### config.mk
export PLATFORM = sky130hd
export DESIGN_NAME = square_plot_arbiter
export DESIGN_NICKNAME = d
export VERILOG_FILES = /design/src/rtl/square_plot_arbiter.sv
export SDC_FILE = /design/constraint.sdc
export NUM_CORES = 1
export LEC_CHECK = 0
export ABC_AREA = 1
export BUFFER_PORTS_ARGS = -buffer_cell sky130_fd_sc_hd__buf_2
export CORE_ASPECT_RATIO = 1.2
export CORE_MARGIN = 5
export CORE_UTILIZATION = 53
export DETAILED_ROUTE_END_ITERATION = 10
export GPL_TIMING_DRIVEN = 1
export MAX_ROUTING_LAYER = met4
export PLACE_DENSITY = 0.93
export SLEW_MARGIN = 15
export SYNTH_ARGS = -nofsm -noshare
export SYNTH_HDL_FRONTEND = slang
export SYNTH_SLANG_ARGS = --single-unit
export TNS_END_PERCENT = 1
### constraint.sdc
create_clock -name clk -period 2.4 [get_ports clk]
set_input_delay 0.36 -clock clk [delete_from_list [all_inputs] [get_ports clk]]
set_output_delay 0.36 -clock clk [all_outputs]
set_load 0.1 [all_outputs]
### src/rtl/square_plot_arbiter.sv
// Shares one solid-square plotting engine between NUM_REQ requesters and streams one pixel per clock.
// Define FIXED_PRI_EN for lowest-index-wins arbitration; the default build is round-robin.
//
// state | meaning
// IDLE  | waiting for a request; on a request a winner is chosen and pixel 0 is issued
// DRAW  | one pixel per clock, counter holds the index of the pixel on the outputs
// DONE  | square finished, ack pulse is visible to the granted requester
module square_plot_arbiter #(
    parameter int NUM_REQ   = 4,
    parameter int SIDE_LOG2 = 2
) (
    input  logic                   clk,
    input  logic                   reset,
    input  logic [NUM_REQ-1:0]     req,
    input  logic [8*NUM_REQ-1:0]   x_in,
    input  logic [7*NUM_REQ-1:0]   y_in,
    input  logic [3*NUM_REQ-1:0]   colour_in,
    output logic [7:0]             x_out,
    output logic [6:0]             y_out,
    output logic [2:0]             colour_out,
    output logic                   plot,
    output logic                   busy,
    output logic [NUM_REQ-1:0]     ack,
    output logic [2:0]             grant_id
);

    localparam int CNT_W = 2 * SIDE_LOG2;

    typedef enum logic [1:0] {
        IDLE = 2'd0,
        DRAW = 2'd1,
        DONE = 2'd2
    } state_t;

    state_t             state, state_n;
    logic [CNT_W-1:0]   cnt, cnt_n, cnt_inc;
    logic [7:0]         base_x, base_x_n;
    logic [6:0]         base_y, base_y_n;
    logic [2:0]         base_c, base_c_n;
    logic [7:0]         x_n;
    logic [6:0]         y_n;
    logic [2:0]         c_n;
    logic               plot_n;
    logic               busy_n;
    logic [NUM_REQ-1:0] ack_n;
    logic [2:0]         grant_n;
    logic [2:0]         win;
    logic               found;
    int                 scan_base;
    int                 idx;
    int                 win_i;

`ifndef FIXED_PRI_EN
    logic [2:0]         ptr, ptr_n;
`endif

    function automatic logic [7:0] col_off(input logic [CNT_W-1:0] c);
        col_off = 8'(c[SIDE_LOG2-1:0]);
    endfunction

    function automatic logic [6:0] row_off(input logic [CNT_W-1:0] c);
        row_off = 7'(c[CNT_W-1:SIDE_LOG2]);
    endfunction

    // Winner is the first asserted request scanning upward from the scan base, wrapping.
    always_comb begin
        win   = '0;
        found = 1'b0;
        idx   = 0;
`ifdef FIXED_PRI_EN
        scan_base = 0;
`else
        scan_base = int'(ptr);
`endif
        for (int k = 0; k < NUM_REQ; k++) begin
            idx = scan_base + k;
            if (idx >= NUM_REQ) begin
                idx = idx - NUM_REQ;
            end
            if (!found && req[idx]) begin
                found = 1'b1;
                win   = 3'(idx);
            end
        end
    end

    assign win_i   = int'(win);
    assign cnt_inc = cnt + 1'b1;

    always_comb begin
        state_n  = state;
        cnt_n    = cnt;
        base_x_n = base_x;
        base_y_n = base_y;
        base_c_n = base_c;
        x_n      = x_out;
        y_n      = y_out;
        c_n      = colour_out;
        plot_n   = 1'b0;
        ack_n    = '0;
        grant_n  = grant_id;
`ifndef FIXED_PRI_EN
        ptr_n    = ptr;
`endif
        case (state)
            IDLE: begin
                if (found) begin
                    base_x_n = x_in[8*win_i +: 8];
                    base_y_n = y_in[7*win_i +: 7];
                    base_c_n = colour_in[3*win_i +: 3];
                    grant_n  = win;
                    cnt_n    = '0;
                    // Pixel 0 sits at the base itself, so it goes straight out from the inputs.
                    x_n      = x_in[8*win_i +: 8];
                    y_n      = y_in[7*win_i +: 7];
                    c_n      = colour_in[3*win_i +: 3];
                    plot_n   = 1'b1;
                    state_n  = DRAW;
                end
            end
            DRAW: begin
                if (&cnt) begin
                    for (int i = 0; i < NUM_REQ; i++) begin
                        ack_n[i] = (int'(grant_id) == i);
                    end
                    state_n = DONE;
                end else begin
                    cnt_n  = cnt_inc;
                    x_n    = base_x + col_off(cnt_inc);
                    y_n    = base_y + row_off(cnt_inc);
                    c_n    = base_c;
                    plot_n = 1'b1;
                end
            end
            DONE: begin
`ifndef FIXED_PRI_EN
                if (int'(grant_id) >= NUM_REQ - 1) begin
                    ptr_n = '0;
                end else begin
                    ptr_n = grant_id + 3'd1;
                end
`endif
                state_n = IDLE;
            end
            default: begin
                state_n = IDLE;
            end
        endcase
        busy_n = (state_n != IDLE);
    end

    always_ff @(posedge clk) begin
        if (reset) begin
            state      <= IDLE;
            cnt        <= '0;
            base_x     <= '0;
            base_y     <= '0;
            base_c     <= '0;
            x_out      <= '0;
            y_out      <= '0;
            colour_out <= '0;
            plot       <= 1'b0;
            busy       <= 1'b0;
            ack        <= '0;
            grant_id   <= '0;
`ifndef FIXED_PRI_EN
            ptr        <= '0;
`endif
        end else begin
            state      <= state_n;
            cnt        <= cnt_n;
            base_x     <= base_x_n;
            base_y     <= base_y_n;
            base_c     <= base_c_n;
            x_out      <= x_n;
            y_out      <= y_n;
            colour_out <= c_n;
            plot       <= plot_n;
            busy       <= busy_n;
            ack        <= ack_n;
            grant_id   <= grant_n;
`ifndef FIXED_PRI_EN
            ptr        <= ptr_n;
`endif
        end
    end

endmodule
==> impl_metrics.tcl, run 1 <==
set metrics [dict create \
    overflow 0 \
    cts_tree "yes" \
    ant_nets 0 \
    cts_max_level 2 \
    grt_pass1_vias 3731 \
    port-buffer-count 104 \
    worstHoldPathType "in -> reg" \
    synthFlopType "dfxtp_1" \
    crit_path_max_fanout 11 \
    setup-violations-final 0 \
    final.min_clock_period_ns 2.31 \
    antenna_found_initial 0 \
    p_leak_nw 2.38 \
    r2r_end "y_out[0]" \
    slew_violations 0 \
    crit_required_ns 2.61 \
    final_cell_area_sq_um 4400 \
    std_cell_rows 32 \
    p_per_area_nw_per_um2 588 \
    wl_microns 10600 \
    syn_area_per_cell_sq_um 6.47 \
    grt_pass1_wl_microns 16500 \
    critPathLaunchType "flip-flop" \
    relSlewSlack_pct 67.5 \
    vias 3968 \
    antennaDiodeCount 0 \
    cts_sinks 54 \
    fmax_mhz 432 \
    finalCritPeriodShare_pct 96.4 \
    seq_area_frac_synth_pct 30.1 \
    multi_input_comb_area_sq_um 2130 \
    die_x_microns 85.2 \
    core_sq_um 6530 \
    rsz0062_at_grt "true" \
    gp_congestion 0.904 \
    worst_r2r_startpoint "ptr[1]" \
    grt_max_degree 41 \
    endpoint "y_out[0]" \
    syn_area_sq_um 3590 \
    place_area_sq_um 4170 \
    regArea_sq_um 1080 \
    hpwl_microns 7560 \
    fp.dieH_microns 100 \
    status "complete, no violations" \
    clock_skew_ns 0.00686 \
    grt_usage_pct 24.2 \
    start_util_pct 55.0 \
    tightest_slew_ns 0.490 \
    cts_hold_buffers 0 \
    insertion_delay_ns 0.31 \
    hold_viol 0 \
    drv_cap 0 \
    wl_per_cell_microns 14.3 \
    total_power_mw 2.59 \
    clk_pin_slew_ns 0.10 \
    fin_nets 749 \
    ctsRootBufferMaster "clkbuf_8" \
    route.detailed.drc 0 \
    num-fill-cells 547 \
    drt_iter0_drc 373 \
    ir_drop_mv 0.498 \
    synth-edff-count 0 \
    worstSetupPathType "reg -> reg" \
    synthesis.nets 647 \
    arrival_ns 2.52 \
    synth_cells 555 \
    timing.reg2reg.worst_path_depth 16 \
    yosysWarnings 0 \
    drt_pre_antenna_iters 5 \
    vias_per_cell 5.34 \
    ys_ff_latch 54 \
    dieArea_sq_um 8530 \
    drive_above_1_share_pct 25.4 \
    clockBufferDepth 2 \
    cts_made_buffers 5 \
    ff2ff_setup_slack_ns 0.09 \
    ios 105 \
    endpoint_kind "flip-flop" \
    synthToLayoutAreaGrowth_pct 22.5 \
    startpoint "ptr[1]" \
    async_reset_ff_share_pct 0 \
    synthDistinctLibCells 36 \
    whs_ns 0.355 \
]
==> cell usage after synthesis, types with 2 or more instances <==
master	number	share of area [%]
nand2_1	196	20
inv_1	69	7.2
dfxtp_1	54	30
o21ai_0	45	6.3
a21oi_1	38	5.3
nor2_1	29	3.0
nand3_1	23	3.2
ha_1	12	4.2
clkbuf_1	8	0.84
o211ai_1	8	1.7
o211ai_2	8	2.8
xor2_1	8	2.0
buf_2	6	0.84
nand4_1	6	1.0
buf_6	5	1.6
nand2_2	5	0.87
buf_4	4	0.84
nand3_2	4	1.1
inv_2	3	0.31
nor2_4	3	0.94
fa_1	2	1.1
nand2_4	2	0.63
nor3_1	2	0.28
or2_2	2	0.35
xnor2_1	2	0.49
==> state kept, by name (all words and copies together), names as in the netlist <==
register    count
busy            1
colour_out      3
base_y          7
cnt             4
base_x          8
state           2
grant_id        3
y_out           7
plot            1
x_out           8
ack             4
base_c          3
ptr             3
==> logic make-up (layout without fill, tap and decap cells) <==
| family | after synthesis | after routing | synth area share (%) |
|---|---|---|---|
| and+or+nand+nor | 273 | 273 | 32.4 |
| DFF | 54 | 54 | 30.1 |
| adders and majority gates | 14 | 14 | 5.29 |
| buffers and inverters | 98 | 201 | 12.1 |
| AOI/OAI and AO/OA | 106 | 106 | 17.6 |
| xor gates and xnor gates | 10 | 10 | 2.44 |
==> critical path: stages (launching register included) <==
cell	delay [ns]
dfxtp_1	0.35
inv_2	0.08
ha_4	0.30
inv_2	0.05
nand2_1	0.09
nand2_2	0.07
nor2_4	0.16
nand2_1	0.08
nor2_1	0.08
nand2_1	0.10
a21boi_4	0.25
clkinvlp_4	0.12
buf_4	0.19
nand2_1	0.10
nand2_1	0.06
nand2_1	0.06
nand2_1	0.04
==> report_power, final <==
part	internal, mW	switching (mW)
Clock	0.312	0.301
Sequential	0.979	0.0594
Combinational	0.252	0.685
==> cell type report <==
type	count	area share, %
timing repair inverter	1	0.171
tap	85	2.42
clock buffer	6	1.65
clock inverter	2	0.853
inverter	75	6.63
timing repair buffer	117	15.4
sequential	54	24.6
multi-input combinational	403	48.3
==> per-stage QoR <==
stage               utilization (%)  setup slack [ns]  instances  setup TNS [ns]
floorplan                         -             0.186        555               0
global placement               63.9            0.0529        731               0
detailed placement             63.9           -0.0803        731           -1.32
CTS                            66.4            0.0415        741               0
global route                   67.4           -0.0895        743          -0.881
finish                         67.4            0.0875        743               0
==> per-layer routing <==
| layer | part of all wire (%) | GRT usage, % | vias to the layer above | wire, microns |
|---|---|---|---|---|
| li1 | - | - | 1958 | - |
| met1 | 37 | 26.0 | 1774 | 3920 |
| met2 | 51 | 43.1 | 178 | 5410 |
| met3 | 5.7 | 3.37 | 58 | 607 |
| met4 | 6.5 | 12.2 | 0 | 689 |
| met5 | 0 | - | - | 0 |
==> placed cells by master (no fill, tap or decap), drive strengths merged, types with 8 or more instances in the layout <==
cell,n
a21oi,38
nand2,203
nor2,32
ha,12
inv,74
o21ai,47
xor2,8
dfxtp,54
nand3,28
o211ai,16
buf,117
==> timing repair <==
action                     4_1_cts  5_1_grt
gates resized for setup          5       17
gates cloned                     1        1
pin swaps                        1        4
buffers inserted                 1        1
setup endpoints to repair       32       36
==> worst min-delay path by stage <==
stage,from,endpoint,slack [ns],cells past startpoint
2_1_floorplan,reset,grant_id[0],0.43,1
3_3_place_gp,y_out[6],y_out[6],0.43,2
3_5_place_dp,colour_out[2],colour_out[2],0.44,2
4_1_cts,reset,plot,0.36,2
5_1_grt,reset,plot,0.36,2
6_report,reset,state[0],0.35,2
Note: power is estimated with default switching activity, not from simulation.
==> run 2, diff against run 1 <==
--- a/config.mk
+++ b/config.mk
@@ -5,15 +5,14 @@
 export SDC_FILE = /design/constraint.sdc
 export NUM_CORES = 1
 export LEC_CHECK = 0
-export ABC_AREA = 1
+export ABC_AREA = 0
 export BUFFER_PORTS_ARGS = -buffer_cell sky130_fd_sc_hd__buf_2
-export CORE_ASPECT_RATIO = 1.2
 export CORE_MARGIN = 5
-export CORE_UTILIZATION = 53
+export CORE_UTILIZATION = 51
 export DETAILED_ROUTE_END_ITERATION = 10
 export GPL_TIMING_DRIVEN = 1
 export MAX_ROUTING_LAYER = met4
-export PLACE_DENSITY = 0.93
+export PLACE_DENSITY = 0.92
 export SLEW_MARGIN = 15
 export SYNTH_ARGS = -nofsm -noshare
 export SYNTH_HDL_FRONTEND = slang
==> impl_metrics.tcl, run 2 <==
set metrics [dict create \
    total_power_mw 2.44 \
    worstHoldPathType "in -> reg" \
    setup-violations-final 36 \
    reg_top3 "base_x x8, x_out x8" \
    synth-edff-count 0 \
    ctsRootBufferMaster "clkbuf_8" \
    status "complete, but fails checks" \
    vias_per_cell 5.81 \
    cts_made_buffers 5 \
    seq_area_frac_synth_pct 33.7 \
    dpl.cell_count 524 \
    gp_congestion 0.910 \
    yosysTopAreaCell "dfxtp_1" \
    insertion_delay_ns 0.31 \
    final_cell_mix "buf_2 (104), dfxtp_1 (52), mux2i_1 (35), nand2_1 (26), buf_4 (25)" \
    critPathLaunchType "flip-flop" \
    port-buffer-count 104 \
    antenna_found_initial 0 \
    fin_nets 552 \
    clock_skew_ns 0.0115 \
    synth.most_common_cell "dfxtp_1" \
    wl_microns 9060 \
    std_cell_rows 28 \
    ios 105 \
    finalCritPeriodShare_pct 106 \
    start_util_pct 53.2 \
    clk_pin_slew_ns 0.10 \
    wl_per_cell_microns 16.9 \
    yosysWarnings 0 \
    route.detailed.drc 0 \
    clockBufferDepth 2 \
    synthDistinctLibCells 47 \
    synthesis.nets 434 \
    vias 3106 \
    synth_cells 342 \
    dieArea_sq_um 7980 \
    drt_iter0_drc 248 \
    fin_cells 535 \
    hold_viol 0 \
    hold_path_depth 2 \
    p_leak_nw 2.06 \
    final.min_clock_period_ns 2.55 \
    violations "setup timing" \
    overflow 0 \
    drive_above_1_share_pct 41.7 \
    cts_max_level 2 \
    grt_pass1_wl_microns 14400 \
    synth_common_cells "dfxtp_1 (54), mux2i_1 (35), o21ai_0 (32), nand2_1 (26)" \
    fmax_mhz 392 \
    fin_util_pct 69.9 \
    setup_ws_ns -0.150 \
    worstSetupPathType "reg -> reg" \
    whs_ns 0.438 \
    tightest_slew_ns 0.502 \
    slew_violations 0 \
    cts_sinks 54 \
    crit_path_max_fanout 11 \
    async_reset_ff_share_pct 0 \
    hpwl_microns 6580 \
    ant_nets 0 \
    crit_required_ns 2.63 \
    cts_tree "yes" \
    cts_hold_buffers 0 \
    antennaDiodeCount 0 \
    ir_drop_mv 0.514 \
    grt_usage_pct 23.5 \
    fp.dieH_microns 89.3 \
    endpoint_kind "flip-flop" \
    die_x_microns 89.3 \
    synth_top_area_share_pct 33.7 \
    drv_cap 0 \
    pre_cts_ws_ns -0.197 \
    core_sq_um 6030 \
    rsz0062_at_grt "true" \
    num-fill-cells 422 \
    arrival_ns 2.78 \
    synthTopCellsByArea "dfxtp_1 (34%), mux2i_1 (11%), mux2_2 (6.3%)" \
    grt_max_degree 29 \
    syn_area_sq_um 3210 \
    final_common_cell "buf_2" \
    syn_area_per_cell_sq_um 9.38 \
    ys_ff_latch 54 \
    drt_pre_antenna_iters 5 \
    grt_pass1_vias 3197 \
    timing.reg2reg.worst_path_depth 9 \
    synthFlopType "dfxtp_1" \
    synthToLayoutAreaGrowth_pct 31.3 \
    relSlewSlack_pct 66.2 \
    p_per_area_nw_per_um2 580 \
]
[run 2: cell types whose count changed after synthesis, moves of 15 or more]
cell	delta
a21oi_1	-32
a22oi_1	+18
inv_1	-57
mux2_2	+18
mux2i_1	+35
nand2_1	-170
nand3_1	-15
[run 2: stage by stage]
stage	cell area, sq um	TNS, ns
2_1_floorplan	3260	-8.58
3_3_place_gp	3930	-1.74
3_5_place_dp	3930	-4.73
4_1_cts	4120	-3.95
5_1_grt	4210	-6.55
6_report	4210	-3.88
[run 2: final cells by class]
| type | instances | area, sq um | share of cell area, % |
|---|---|---|---|
| Multi-Input combinational cell | 253 | 2060 | 48.9 |
| Sequential cell | 54 | 1080 | 25.7 |
| Timing Repair Buffer | 134 | 816 | 19.4 |
| Tap cell | 75 | 93.8 | 2.23 |
| Clock buffer | 5 | 68.8 | 1.63 |
| Inverter | 12 | 50.0 | 1.19 |
| Clock inverter | 2 | 38.8 | 0.921 |
[run 2: where the power goes]
part           internal (mW)  leakage [nW]  switching, mW  total, mW
combinational          0.279          1.57          0.533      0.812
clock                  0.307        0.0542          0.296      0.603
sequential             0.969         0.444         0.0590       1.03
[run 2: worst max-delay path, stage by stage (launching register included)]
cell     delay, ns
dfxtp_2       0.36
inv_4         0.04
ha_4          0.26
mux4_2        0.52
o211a_1       0.14
o41a_4        0.41
buf_8         0.18
mux2i_1       0.13
mux2_2        0.28
o21ai_0       0.15
[run 2: cell families (layout without fill, tap and decap cells)]
family | count (synthesis) | count (layout) | synth area share (%)
muxes | 59 | 59 | 21.5
AOI/OAI and AO/OA | 79 | 79 | 15.9
adders and majority gates | 14 | 14 | 5.93
DFF | 54 | 54 | 33.7
xor gates and xnor gates | 13 | 13 | 3.55
and+or+nand+nor | 88 | 88 | 13.8
buffers and inverters | 35 | 153 | 5.65
[run 2: final timing paths]
kind	start	slack [ns]	end
hold reg to reg	base_x[0]	0.47	base_x[0]
hold / removal	reset	0.44	cnt[2]
setup / recovery	ptr[0]	-0.15	base_x[6]
setup reg to reg	ptr[0]	-0.15	base_x[6]
[run 2: what timing repair did]
item	in CTS	in global routing
endpoints found under the hold margin	0	0
cloned	1	1
endpoints found under the setup margin	36	36
buffers inserted	0	2
resized for setup	36	16
[run 2: layer usage]
layer  global-route usage (%)  part of all wire (%)  vias to the layer above
met5                        -                     0                        -
met4                     7.17                   1.8                        0
met3                     4.52                   7.3                       20
met2                     40.7                    52                      140
met1                     27.4                    38                     1476
li1                         -                     -                     1470
==> run 3, diff against run 2 <==
--- a/config.mk
+++ b/config.mk
@@ -13,6 +13,7 @@
 export GPL_TIMING_DRIVEN = 1
 export MAX_ROUTING_LAYER = met4
 export PLACE_DENSITY = 0.92
+export REMOVE_ABC_BUFFERS = 1
 export SLEW_MARGIN = 15
 export SYNTH_ARGS = -nofsm -noshare
 export SYNTH_HDL_FRONTEND = slang
==> impl_metrics.tcl, run 3 (synthesized netlist as in run 2, its figures left out) <==
set metrics [dict create \
    wl_microns 8490 \
    status "complete, but fails checks" \
    combPwrFrac_pct 34.1 \
    dieArea_sq_um 7980 \
    grt_pass1_wl_microns 13800 \
    gp_congestion 0.913 \
    tightest_slew_ns 0.523 \
    synthToLayoutAreaGrowth_pct 29.0 \
    drt_pre_antenna_iters 4 \
    violations "setup timing" \
    grt_max_degree 33 \
    p_seq_share_pct 44.2 \
    cts_sinks 54 \
    clock_skew_ns 0.00808 \
    slew_violations 0 \
    fin_nets 547 \
    finalCritPeriodShare_pct 105 \
    setup-violations-final 36 \
    wl_met3_microns 477 \
    overflow 0 \
    cts_tree "yes" \
    insertion_delay_ns 0.31 \
    pre_cts_ws_ns -0.357 \
    vias_per_cell 5.62 \
    ant_nets 0 \
    met2_length_microns 4500 \
    start_util_pct 53.2 \
    final.min_clock_period_ns 2.52 \
    p_per_area_nw_per_um2 560 \
    arrival_ns 2.73 \
    setup_ws_ns -0.117 \
    grt_pass1_vias 3052 \
    port-buffer-count 104 \
    drive_above_1_share_pct 40.1 \
    endpoint_kind "flip-flop" \
    wl_met1_microns 3390 \
    clockBufferDepth 2 \
    p_sw_uw 870 \
    hpwl_microns 6510 \
    antennaDiodeCount 0 \
    vias 2983 \
    p_leak_nw 2.02 \
    fmax_mhz 397 \
    antenna_found_initial 0 \
    p_clk_share_pct 21.7 \
    drv_cap 0 \
    final_cell_mix "buf_2 (104), dfxtp_1 (52), mux2i_1 (35), nand2_1 (26), o21ai_1 (22)" \
    cts_max_level 2 \
    ios 105 \
    core_sq_um 6030 \
    final_common_cell "buf_2" \
    ir_drop_mv 0.386 \
    worstSetupPathType "reg -> reg" \
    maxUsedRoutingLayer "met4" \
    internal-power_mw 1.45 \
    reg_top3 "base_x x8, x_out x8" \
    whs_ns 0.430 \
    worstHoldPathType "in -> reg" \
    drt_iter0_drc 238 \
    hold_viol 0 \
    die_x_microns 89.3 \
    cts_hold_buffers 0 \
    crit_required_ns 2.61 \
    fp.dieH_microns 89.3 \
    clk_pin_slew_ns 0.10 \
    critPathLaunchType "flip-flop" \
    std_cell_rows 28 \
    grt_usage_pct 22.5 \
    rsz0062_at_grt "true" \
    ctsRootBufferMaster "clkbuf_8" \
    num-fill-cells 457 \
    p_sw_share_pct 37.6 \
    cts_made_buffers 5 \
    route.detailed.drc 0 \
    total_power_mw 2.32 \
    wl_per_cell_microns 16.0 \
    relSlewSlack_pct 64.8 \
    crit_path_max_fanout 15 \
]
[run 3: cell types whose count changed in the layout (fill, tap and decap cells not counted), sizes merged]
cell    before  now
bufinv       1    0
buf        133  129
clkinv       1    2
[run 3: cell type report]
| cell class | count | area (sq um) | share of cell area (%) |
|---|---|---|---|
| flip-flops and latches | 54 | 1080 | 26.2 |
| multi-input cells | 253 | 2050 | 49.5 |
| clock buffers | 6 | 72.6 | 1.75 |
| well taps | 75 | 93.8 | 2.27 |
| repair buffers | 129 | 782 | 18.9 |
| clock inverters | 2 | 13.8 | 0.333 |
| inverters | 12 | 45.0 | 1.09 |
[run 3: what timing repair did]
item / 4_1_cts / 5_1_grt
gates cloned: 1 / 0
pin swaps: 1 / 2
endpoints found under the hold margin: 0 / 0
endpoints found under the setup margin: 37 / 36
setup buffers: 0 / 0
gates resized for setup: 16 / 40
[run 3: power by group through the flow]
stage / Combinational, mW / Clock, mW / Sequential, mW
floorplan: 0.247 / 0 / 1.32
global placement: 0.725 / 0 / 1.04
detailed placement: 0.747 / 0 / 1.04
CTS: 0.763 / 0.508 / 1.02
global route: 0.842 / 0.563 / 1.03
finish: 0.790 / 0.504 / 1.02
[run 3: metal layers]
metal / global-route usage (%) / vias up
met5: - / -
met4: 6.77 / 0
met3: 4.06 / 17
met2: 39.6 / 100
met1: 26.0 / 1406
li1: - / 1460
[run 3: final timing paths]
check / cells past startpoint / slack, ns / start / endpoint
setup / recovery: 8 / -0.12 / ptr[0] / base_x[5]
hold / removal: 2 / 0.43 / reset / state[0]
setup reg to reg: 8 / -0.12 / ptr[0] / base_x[5]
hold reg to reg: 2 / 0.45 / base_c[1] / base_c[1]
[run 3: metrics by stage]
stage	std cells	util, %	area [sq um]	setup TNS [ns]
after floorplan	319	-	3070	-47.53
after global placement	522	65.1	3920	-8.30
after global routing	531	68.7	4140	-5.99
final	531	68.7	4140	-3.26
after CTS	531	67.5	4070	-4.72
after detailed placement	522	65.1	3920	-10.44
[run 3: critical path, cell delays in order, from the launching register on]
cell and delay (ns):
dfxtp_2 0.36, inv_2 0.06, ha_4 0.26, mux4_2 0.50, o211a_1 0.15, o41a_4 0.41
buf_12 0.18, mux4_2 0.31, a22o_1 0.19
